### src/rtl/dct_pkg.sv
// +--------------------------------------------------------------------------+
// | dct_pkg : shared constants and types for the DCT row front end           |
// | Rev 1.0                                                                  |
// +--------------------------------------------------------------------------+
`default_nettype none

package dct_pkg;
  localparam int DEFAULT_WIDTH = 8;
  localparam int ROW_LEN       = 8;
  localparam int PAIRS         = 4;

  typedef logic signed [DEFAULT_WIDTH:0] pair_t;
endpackage

`default_nettype wire

### src/rtl/dct_row_bank.sv
// +--------------------------------------------------------------------------+
// | dct_row_bank : 8-entry pixel store with butterfly pair add/sub by index  |
// | Rev 1.0                                                                  |
// +--------------------------------------------------------------------------+
`default_nettype none

module dct_row_bank
  import dct_pkg::*;
#(
  parameter int WIDTH = DEFAULT_WIDTH
) (
  input  logic                    Clk,
  input  logic                    Rst_n,
  input  logic                    i_wr_en,
  input  logic [2:0]              i_wr_idx,
  input  logic [WIDTH-1:0]        i_wr_data,
  input  logic [1:0]              i_sel,
  output logic signed [WIDTH:0]   o_add,
  output logic signed [WIDTH:0]   o_sub
);

  logic [WIDTH-1:0]        r_mem [ROW_LEN];
  logic [2:0]              w_lo_idx;
  logic [2:0]              w_hi_idx;
  logic signed [WIDTH:0]   w_lo_ext;
  logic signed [WIDTH:0]   w_hi_ext;

  always_ff @(posedge Clk or negedge Rst_n) begin
    if (!Rst_n) begin
      for (int i = 0; i < ROW_LEN; i++) begin
        r_mem[i] <= '0;
      end
    end else if (i_wr_en) begin
      r_mem[i_wr_idx] <= i_wr_data;
    end
  end

  // Pair s combines x[s] with its mirror x[7-s]; sign-extend so the sum never overflows.
  assign w_lo_idx = {1'b0, i_sel};
  assign w_hi_idx = 3'(ROW_LEN - 1) - w_lo_idx;
  assign w_lo_ext = {r_mem[w_lo_idx][WIDTH-1], r_mem[w_lo_idx]};
  assign w_hi_ext = {r_mem[w_hi_idx][WIDTH-1], r_mem[w_hi_idx]};
  assign o_add    = w_lo_ext + w_hi_ext;
  assign o_sub    = w_lo_ext - w_hi_ext;

endmodule

`default_nettype wire

### src/rtl/dct_butterfly_feeder.sv
// +--------------------------------------------------------------------------+
// | dct_butterfly_feeder : ping-pong row buffer emitting 4 butterfly pairs   |
// | Rev 1.0                                                                  |
// +--------------------------------------------------------------------------+
`default_nettype none

module dct_butterfly_feeder
  import dct_pkg::*;
#(
  parameter int WIDTH = DEFAULT_WIDTH
) (
  input  logic                    Clk,
  input  logic                    Rst_n,
  input  logic                    In_Valid,
  output logic                    In_Ready,
  input  logic [WIDTH-1:0]        In_Data,
  output logic                    Out_Valid,
  input  logic                    Out_Ready,
  output logic signed [WIDTH:0]   Out_Add_Data,
  output logic signed [WIDTH:0]   Out_Sub_Data,
  output logic [1:0]              Out_Sele,
  output logic                    Out_Last
);

  logic [1:0]              r_full;
  logic                    r_wr_bank;
  logic                    r_rd_bank;
  logic [2:0]              r_wr_idx;
  logic [1:0]              r_rd_idx;

  logic                    w_accept;
  logic                    w_xfer;
  logic                    w_wr_done;
  logic                    w_rd_done;
  logic [1:0]              w_set;
  logic [1:0]              w_clr;
  logic signed [WIDTH:0]   w_add [2];
  logic signed [WIDTH:0]   w_sub [2];

  assign In_Ready  = !r_full[r_wr_bank];
  assign Out_Valid = r_full[r_rd_bank];
  assign Out_Sele  = r_rd_idx;
  assign Out_Last  = Out_Valid && (r_rd_idx == 2'(PAIRS - 1));

  assign w_accept  = In_Valid && In_Ready;
  assign w_xfer    = Out_Valid && Out_Ready;
  assign w_wr_done = w_accept && (r_wr_idx == 3'(ROW_LEN - 1));
  assign w_rd_done = w_xfer && (r_rd_idx == 2'(PAIRS - 1));

  // Set and clear always target different banks: a full bank is never written.
  assign w_set = w_wr_done ? (r_wr_bank ? 2'b10 : 2'b01) : 2'b00;
  assign w_clr = w_rd_done ? (r_rd_bank ? 2'b10 : 2'b01) : 2'b00;

  generate
    for (genvar b = 0; b < 2; b++) begin : g_bank
      dct_row_bank #(
        .WIDTH (WIDTH)
      ) u_bank (
        .Clk       (Clk),
        .Rst_n     (Rst_n),
        .i_wr_en   (w_accept && (r_wr_bank == 1'(b))),
        .i_wr_idx  (r_wr_idx),
        .i_wr_data (In_Data),
        .i_sel     (r_rd_idx),
        .o_add     (w_add[b]),
        .o_sub     (w_sub[b])
      );
    end
  endgenerate

  assign Out_Add_Data = w_add[r_rd_bank];
  assign Out_Sub_Data = w_sub[r_rd_bank];

  always_ff @(posedge Clk or negedge Rst_n) begin
    if (!Rst_n) begin
      r_full    <= 2'b00;
      r_wr_bank <= 1'b0;
      r_rd_bank <= 1'b0;
      r_wr_idx  <= 3'd0;
      r_rd_idx  <= 2'd0;
    end else begin
      r_full <= (r_full & ~w_clr) | w_set;
      if (w_accept) begin
        r_wr_idx <= r_wr_idx + 3'd1;
        if (w_wr_done) begin
          r_wr_bank <= ~r_wr_bank;
        end
      end
      if (w_xfer) begin
        r_rd_idx <= r_rd_idx + 2'd1;
        if (w_rd_done) begin
          r_rd_bank <= ~r_rd_bank;
        end
      end
    end
  end

endmodule

`default_nettype wire

### config.mk
export PLATFORM = sky130hd
export DESIGN_NAME = dct_butterfly_feeder
export DESIGN_NICKNAME = d
export VERILOG_FILES = /design/src/rtl/dct_pkg.sv /design/src/rtl/dct_row_bank.sv /design/src/rtl/dct_butterfly_feeder.sv
export SDC_FILE = /design/constraint.sdc
export NUM_CORES = 1
export LEC_CHECK = 0
export CAP_MARGIN = 25
export CORE_ASPECT_RATIO = 1.25
export CORE_MARGIN = 3
export CORE_UTILIZATION = 55
export DETAILED_ROUTE_END_ITERATION = 8
export GPL_TIMING_DRIVEN = 0
export MAX_ROUTING_LAYER = met4
export PLACE_DENSITY = 0.76
export RECOVER_POWER = 50
export SETUP_SLACK_MARGIN = 0.3
export SYNTH_ARGS = -nofsm -noshare
export SYNTH_HDL_FRONTEND = slang
export SYNTH_SLANG_ARGS = --single-unit
### constraint.sdc
create_clock -name Clk -period 3.4 [get_ports Clk]
set_input_delay 0.68 -clock Clk [delete_from_list [all_inputs] [get_ports Clk]]
set_output_delay 0.68 -clock Clk [all_outputs]
set_load 0.1 [all_outputs]
==> impl_metrics.csv, run 1 <==
group,metric,value,unit
outcome,outcome,"finished, violations left",
outcome,violations,"capacitance limit, slew limit, setup timing",
worst_setup_path,crit_path_start_kind,"register",
cts,cts_tree,"done",
route,drtAntennaViolNets,0,
layout,nNetsFinal,725,
die,row_count,47,
worst_hold_path,hold_path.class,"reg -> reg",
synth,async_reset_ff_share,100,%
layout,multi_input_area,4500,sq um
cts,htree_levels,4,
worst_setup_path,critPathArrivalTime,3.47,ns
sta,min_period,4.15,ns
sta,setup_viol,16,
global_route,grt_pass1_wl,29500,um
cts,worstSkewPairLatency,0.41,ns
sta,worst_clock_skew,0.00559,ns
sta,worst_pin_slew,1.70,ns
sta,period_share,122,%
sta,max_freq,241,MHz
die,initial_utilization,57.1,%
route,vias_per_cell,6.07,
placement,io_buffer_count,33,
cts,path_clk_slew,0.05,ns
cts,cts.path.max_buffers,2,
layout,drive_gt1_share,52.0,%
synth,syn_area,7660,sq um
layout,area_delta_synth_final,31.1,%
route,vias,5206,
synth,ys.flop_type,"dfrtp_1",
global_route,overflow,0,
cts,cts-root-buf,"clkbuf_16",
route,avgRoutedWirePerCell,22.1,um
global_route,grt_usage,25.6,%
synth,synth_edf_count,0,
synth,yosys.cell_types.count,63,
synth,synth-seq-cells,137,
synth,syn_avg_cell_area,12.9,sq um
route,drc,0,
route,drt_iter0_markers,422,
placement,hpwl,12900,um
die,coreArea,13400,sq um
sta,drv_slew,34,
synth,yosysSeqAreaShare,44.8,%
global_route,grt_antenna_before_repair,0,
layout,register_area,3440,sq um
die,io-pin-count,35,
layout,fill_cells,775,
worst_setup_path,crit_type,"reg -> out",
worst_setup_path,cp-end-kind,"primary output",
die,die_y,138,um
cts,cts_buffers,17,
worst_setup_path,cp.required,2.72,ns
global_route,grt_pass1_vias,5578,
die,chipWidth,112,um
worst_setup_path,worstPathMaxFanout,5,
synth,syn-instance-count,593,
synth,synth_fp_nets,644,
cts,cts.sinks,137,
layout,num_antenna_cells,0,
sta,hold_viol,0,
route,dr.pass1.iters,4,
route,drt_wl_total,18900,um
sta,worst_slack,-0.749,ns
global_route,grt_max_degree,106,
placement,place.gp.congestion,0.956,
run,cap_violations,1,
sta,whs,0.499,ns
die,dieArea,15400,sq um
sta,slew_headroom,-13.4,%
synth,yosys_warnings,0,
sta,rsz0062_at_grt,"true",
-- worst max-delay path, stage by stage (launching register included) --
cell and delay, ns:
dfrtp_4 0.49, buf_12 0.16, buf_12 0.14, mux4_2 0.46, inv_2 0.09, ha_4 0.13, inv_2 0.04, fa_2 0.35
a21o_1 0.20, nand2_1 0.11, o21ai_2 0.10, a211o_1 0.33, a32oi_4 0.26, buf_12 0.20
-- cell usage after synthesis (all sizes together) (2+ instances only) --
master | n | area, sq um
ha | 35 | 438
mux4 | 32 | 721
mux2i | 5 | 50.1
dfrtp | 137 | 3430
fa | 4 | 80.1
a32oi | 2 | 17.5
a21o | 6 | 46.3
buf | 16 | 95.1
a211o | 2 | 17.5
o31ai | 3 | 22.5
nor4 | 2 | 12.5
a31oi | 4 | 25.0
nor2b | 8 | 55.1
nand2b | 8 | 50.1
o21a | 2 | 15.0
xnor2 | 13 | 114
and2 | 2 | 12.5
clkbuf | 19 | 71.3
and3 | 4 | 26.3
mux2 | 133 | 1500
o21ai | 16 | 80.1
nand3 | 6 | 35.0
a211oi | 6 | 57.6
a21oi | 13 | 65.1
nor3 | 7 | 46.3
o211a | 2 | 20.0
inv | 30 | 113
nand2 | 29 | 109
o21bai | 2 | 15.0
nor3b | 5 | 65.1
xor2 | 3 | 26.3
nor2 | 19 | 81.3
nor4b | 2 | 17.5
or3 | 2 | 12.5
-- cells by family (layout without fill, tap and decap cells) --
family | Yosys count | in the layout | synth area share, %
multiplexers | 170 | 170 | 29.6
flip-flops | 137 | 137 | 44.8
AND/OR/NAND/NOR | 96 | 96 | 7.04
AO/OA/AOI/OAI | 69 | 69 | 6.31
buffers and inverters | 66 | 160 | 3.69
adder cells (fa/ha/maj) | 39 | 39 | 6.76
XOR/XNOR | 16 | 16 | 1.83
-- final timing paths --
check                                                       start                                endpoint  slack [ns]  depth (start not counted)
max reg2reg                               r_wr_idx[2]$_DFFE_PN0P_  g_bank[1].u_bank.r_mem[49]$_DFFE_PN0P_        1.44                          4
min reg2reg                g_bank[1].u_bank.r_mem[17]$_DFFE_PN0P_  g_bank[1].u_bank.r_mem[17]$_DFFE_PN0P_        0.50                          1
min in group asynchronous                                   Rst_n  g_bank[1].u_bank.r_mem[30]$_DFFE_PN0P_        0.70                          1
max in group asynchronous                                   Rst_n                 Out_Sele[0]$_DFFE_PN0P_        0.22                          2
max                                       Out_Sele[0]$_DFFE_PN0P_                         Out_Sub_Data[8]       -0.75                         13
min                        g_bank[1].u_bank.r_mem[17]$_DFFE_PN0P_  g_bank[1].u_bank.r_mem[17]$_DFFE_PN0P_        0.50                          1
-- flip-flops by register name, indices dropped and copies added, names as in the netlist --
| register | count |
|---|---|
| r_wr_idx | 3 |
| g_bank.u_bank.r_mem | 128 |
| r_full | 2 |
| Out_Sele | 2 |
| r_wr_bank | 1 |
| r_rd_bank | 1 |
-- final cells by class --
type	instances	share of cell area, %
buffer	35	3.20
clock buffer	25	4.93
clock inverter	7	1.84
inverter	31	1.21
multi-input combinational	390	44.9
sequential	137	34.2
tap	171	2.13
timing repair buffer	62	7.60
-- stage by stage --
stage                     setup TNS, ns  instances  setup WS [ns]  util, %  area, sq um
after floorplan                   -5.94        593         -0.772        -         8010
after global placement          -456.25        797          -4.05     63.8         8550
after detailed placement         -20.33        798          -1.48     64.0         8580
after CTS                         -8.01        848         -0.766     73.1         9800
after global routing             -27.18        858         -0.834     74.9        10000
final                             -8.97        858         -0.749     74.9        10000
-- what timing repair did --
item                       4_1_cts  5_1_grt
cloned                           1        0
setup endpoints to repair       19       18
gates resized for setup        219       49
hold buffers                     0        0
pin swaps                       18       33
setup buffers                   17       10
-- layout by cell type (no fill, tap or decap), drive strengths merged, types with 13 or more instances in the layout --
master         instances
nor2                  19
clkdlybuf4s50         13
nand2                 29
mux2                 133
a21oi                 13
buf                   62
dfrtp                137
clkbuf                45
inv                   30
mux4                  32
o21ai                 16
xnor2                 13
ha                    35
-- layer usage --
metal | vias to the layer above | global-route usage [%] | wire length [um]
li1 | 2324 | - | -
met1 | 2710 | 30.4 | 7480
met2 | 136 | 44.4 | 10300
met3 | 36 | 3.88 | 732
met4 | 0 | 10.1 | 444
met5 | - | - | 0
Power of run 1 is not shown: default switching activity piles up to over one toggle a cycle in this logic, so the estimate is an artifact.
==> run 2: changes to the inputs <==
--- a/config.mk
+++ b/config.mk
@@ -6,7 +6,7 @@
 export NUM_CORES = 1
 export LEC_CHECK = 0
 export CAP_MARGIN = 25
-export CORE_ASPECT_RATIO = 1.25
+export CORE_ASPECT_RATIO = 1.75
 export CORE_MARGIN = 3
 export CORE_UTILIZATION = 55
 export DETAILED_ROUTE_END_ITERATION = 8
==> run 2 against run 1 <==
Against the previous run:
- the run still ends with capacitance limit, slew limit, setup timing left
- fmax down 1.0%
- global-route usage up 1.1 points
- clock skew about the same
==> impl_metrics.csv, run 2 (synthesized netlist as in run 1, its figures left out) <==
group,metric,value,unit
global_route,grt_pass1_wl,29800,um
global_route,grt_pass1_vias,5504,
die,initial_utilization,56.6,%
global_route,overflow,0,
worst_setup_path,reg2regPathDepth,4,
sta,slew_headroom,-13.7,%
sta,period_share,123,%
run,cap_violations,1,
sta,drv_slew,34,
layout,layout_commonest_cell,"dfrtp_1",
route,dr.pass1.iters,5,
layout,finish.instance_area,10200,sq um
placement,place.gp.congestion,0.939,
sta,whs,0.499,ns
sta,min_period,4.19,ns
global_route,grt_antenna_before_repair,0,
layout,top_regs,"g_bank.u_bank.r_mem (128), r_wr_idx (3)",
die,die_y,162,um
cts,cts-root-buf,"clkbuf_16",
cts,cts.path.max_buffers,2,
sta,setup_viol,16,
worst_hold_path,hold_path.class,"reg -> reg",
worst_hold_path,min_from,"g_bank[0].u_bank.r_mem[15]$_DFFE_PN0P_",
route,avgRoutedWirePerCell,23.0,um
cts,htree_levels,4,
outcome,violations,"capacitance limit, slew limit, setup timing",
die,dieArea,15400,sq um
worst_setup_path,r2r_end,"g_bank[1].u_bank.r_mem[55]$_DFFE_PN0P_",
placement,io_buffer_count,33,
route,drt_iter0_markers,313,
layout,max_flop_register,"g_bank.u_bank.r_mem",
die,row_count,56,
route,vias,5219,
worst_hold_path,hold_path_end,"g_bank[0].u_bank.r_mem[15]$_DFFE_PN0P_",
cts,path_clk_slew,0.06,ns
worst_setup_path,cp.required,2.72,ns
die,io-pin-count,35,
worst_setup_path,crit_path_start_kind,"register",
layout,largest_reg_flops,128,
layout,area_delta_synth_final,33.5,%
worst_setup_path,r2r-start,"r_wr_idx[2]$_DFFE_PN0P_",
sta,hold_viol,0,
die,chipWidth,95.2,um
worst_hold_path,whs_path_depth,1,
layout,nNetsFinal,731,
worst_setup_path,critPathArrivalTime,3.51,ns
worst_setup_path,crit_type,"reg -> out",
route,vias_per_cell,6.03,
placement,postPlaceCellArea,8580,sq um
worst_setup_path,cp-end-kind,"primary output",
route,drt_wl_total,19900,um
cts,cts_hold_buf,0,
route,drc,0,
worst_setup_path,worstPathMaxFanout,6,
layout,fin_util,75.6,%
route,drtAntennaViolNets,0,
layout,num_antenna_cells,0,
sta,worst_clock_skew,0.00576,ns
sta,rsz0062_at_grt,"true",
worst_setup_path,reg2reg_slack,1.37,ns
sta,max_freq,238,MHz
cts,cts_buffers,17,
outcome,outcome,"finished, violations left",
cts,cts_tree,"done",
cts,worstSkewPairLatency,0.40,ns
layout,fill_cells,797,
layout,final_cell_mix,"dfrtp_1 (135), mux2_2 (131), mux4_2 (32)",
placement,pre_cts_slack,-1.60,ns
layout,drive_gt1_share,54.3,%
die,coreArea,13500,sq um
cts,cts.sinks,137,
sta,worst_slack,-0.793,ns
global_route,grt_usage,26.7,%
global_route,grt_max_degree,106,
placement,hpwl,13300,um
sta,worst_pin_slew,1.70,ns
run 2: cell count changes in the layout (fill, tap and decap cells not counted), moves of 3 or more:
cell       previous run  this run
nand2_1              26        29
bufinv_16             6         1
ha_1                 23        19
ha_4                  8        12
clkinv_2              1         5
clkbuf_1             17        14
nand2_2               3         0
run 2: worst max-delay path by stage:
stage | endpoint | cells after the start | start
3_5_place_dp | Out_Add_Data[7] | 11 | Out_Sele[1]$_DFFE_PN0P_
4_1_cts | Out_Add_Data[8] | 11 | Out_Sele[0]$_DFFE_PN0P_
2_1_floorplan | Out_Add_Data[7] | 10 | Out_Sele[0]$_DFFE_PN0P_
6_report | Out_Sub_Data[8] | 13 | Out_Sele[0]$_DFFE_PN0P_
5_1_grt | Out_Add_Data[8] | 12 | Out_Sele[0]$_DFFE_PN0P_
3_3_place_gp | Out_Sele[0]$_DFFE_PN0P_ | 1 | Rst_n
run 2: what timing repair did:
action / 4_1_cts / 5_1_grt
gates cloned: 3 / 1
buffers inserted: 22 / 8
pin swaps: 22 / 22
endpoints found under the setup margin: 18 / 19
gates resized for setup: 232 / 56
endpoints found under the hold margin: 0 / 0
run 2: stage by stage:
step,TNS [ns],cells
3_5_place_dp,-20.80,801
2_1_floorplan,-5.94,593
6_report,-9.04,866
4_1_cts,-8.56,857
3_3_place_gp,-456.04,800
5_1_grt,-21.75,866
run 2: metal layers:
metal  GRT usage, %  up-vias  routed length [um]
met3           3.61       44                 531
met5              -        -                   0
li1               -     2321                   -
met1           29.1     2713                7160
met2           48.2      141               11400
met4           10.2        0                 790
run 2: layout make-up:
cell class	instances	area, sq um	share of cell area, %
Timing Repair Buffer	68	895	8.75
Clock inverter	8	70.1	0.685
Buffer	35	317	3.10
Multi-Input combinational cell	390	4680	45.8
Clock buffer	23	488	4.77
Inverter	31	119	1.16
Tap cell	174	218	2.13
Sequential cell	137	3440	33.6
run 2: critical path: stages, from the launching register on:
cell	delay [ns]
dfrtp_4	0.49
buf_12	0.16
buf_12	0.14
buf_4	0.13
mux4_2	0.49
inv_1	0.09
ha_1	0.26
buf_6	0.17
a21o_1	0.23
nand2_1	0.10
o21ai_2	0.08
a211o_1	0.31
a32oi_4	0.25
buf_12	0.20
Power of run 2 is left out for the same reason.
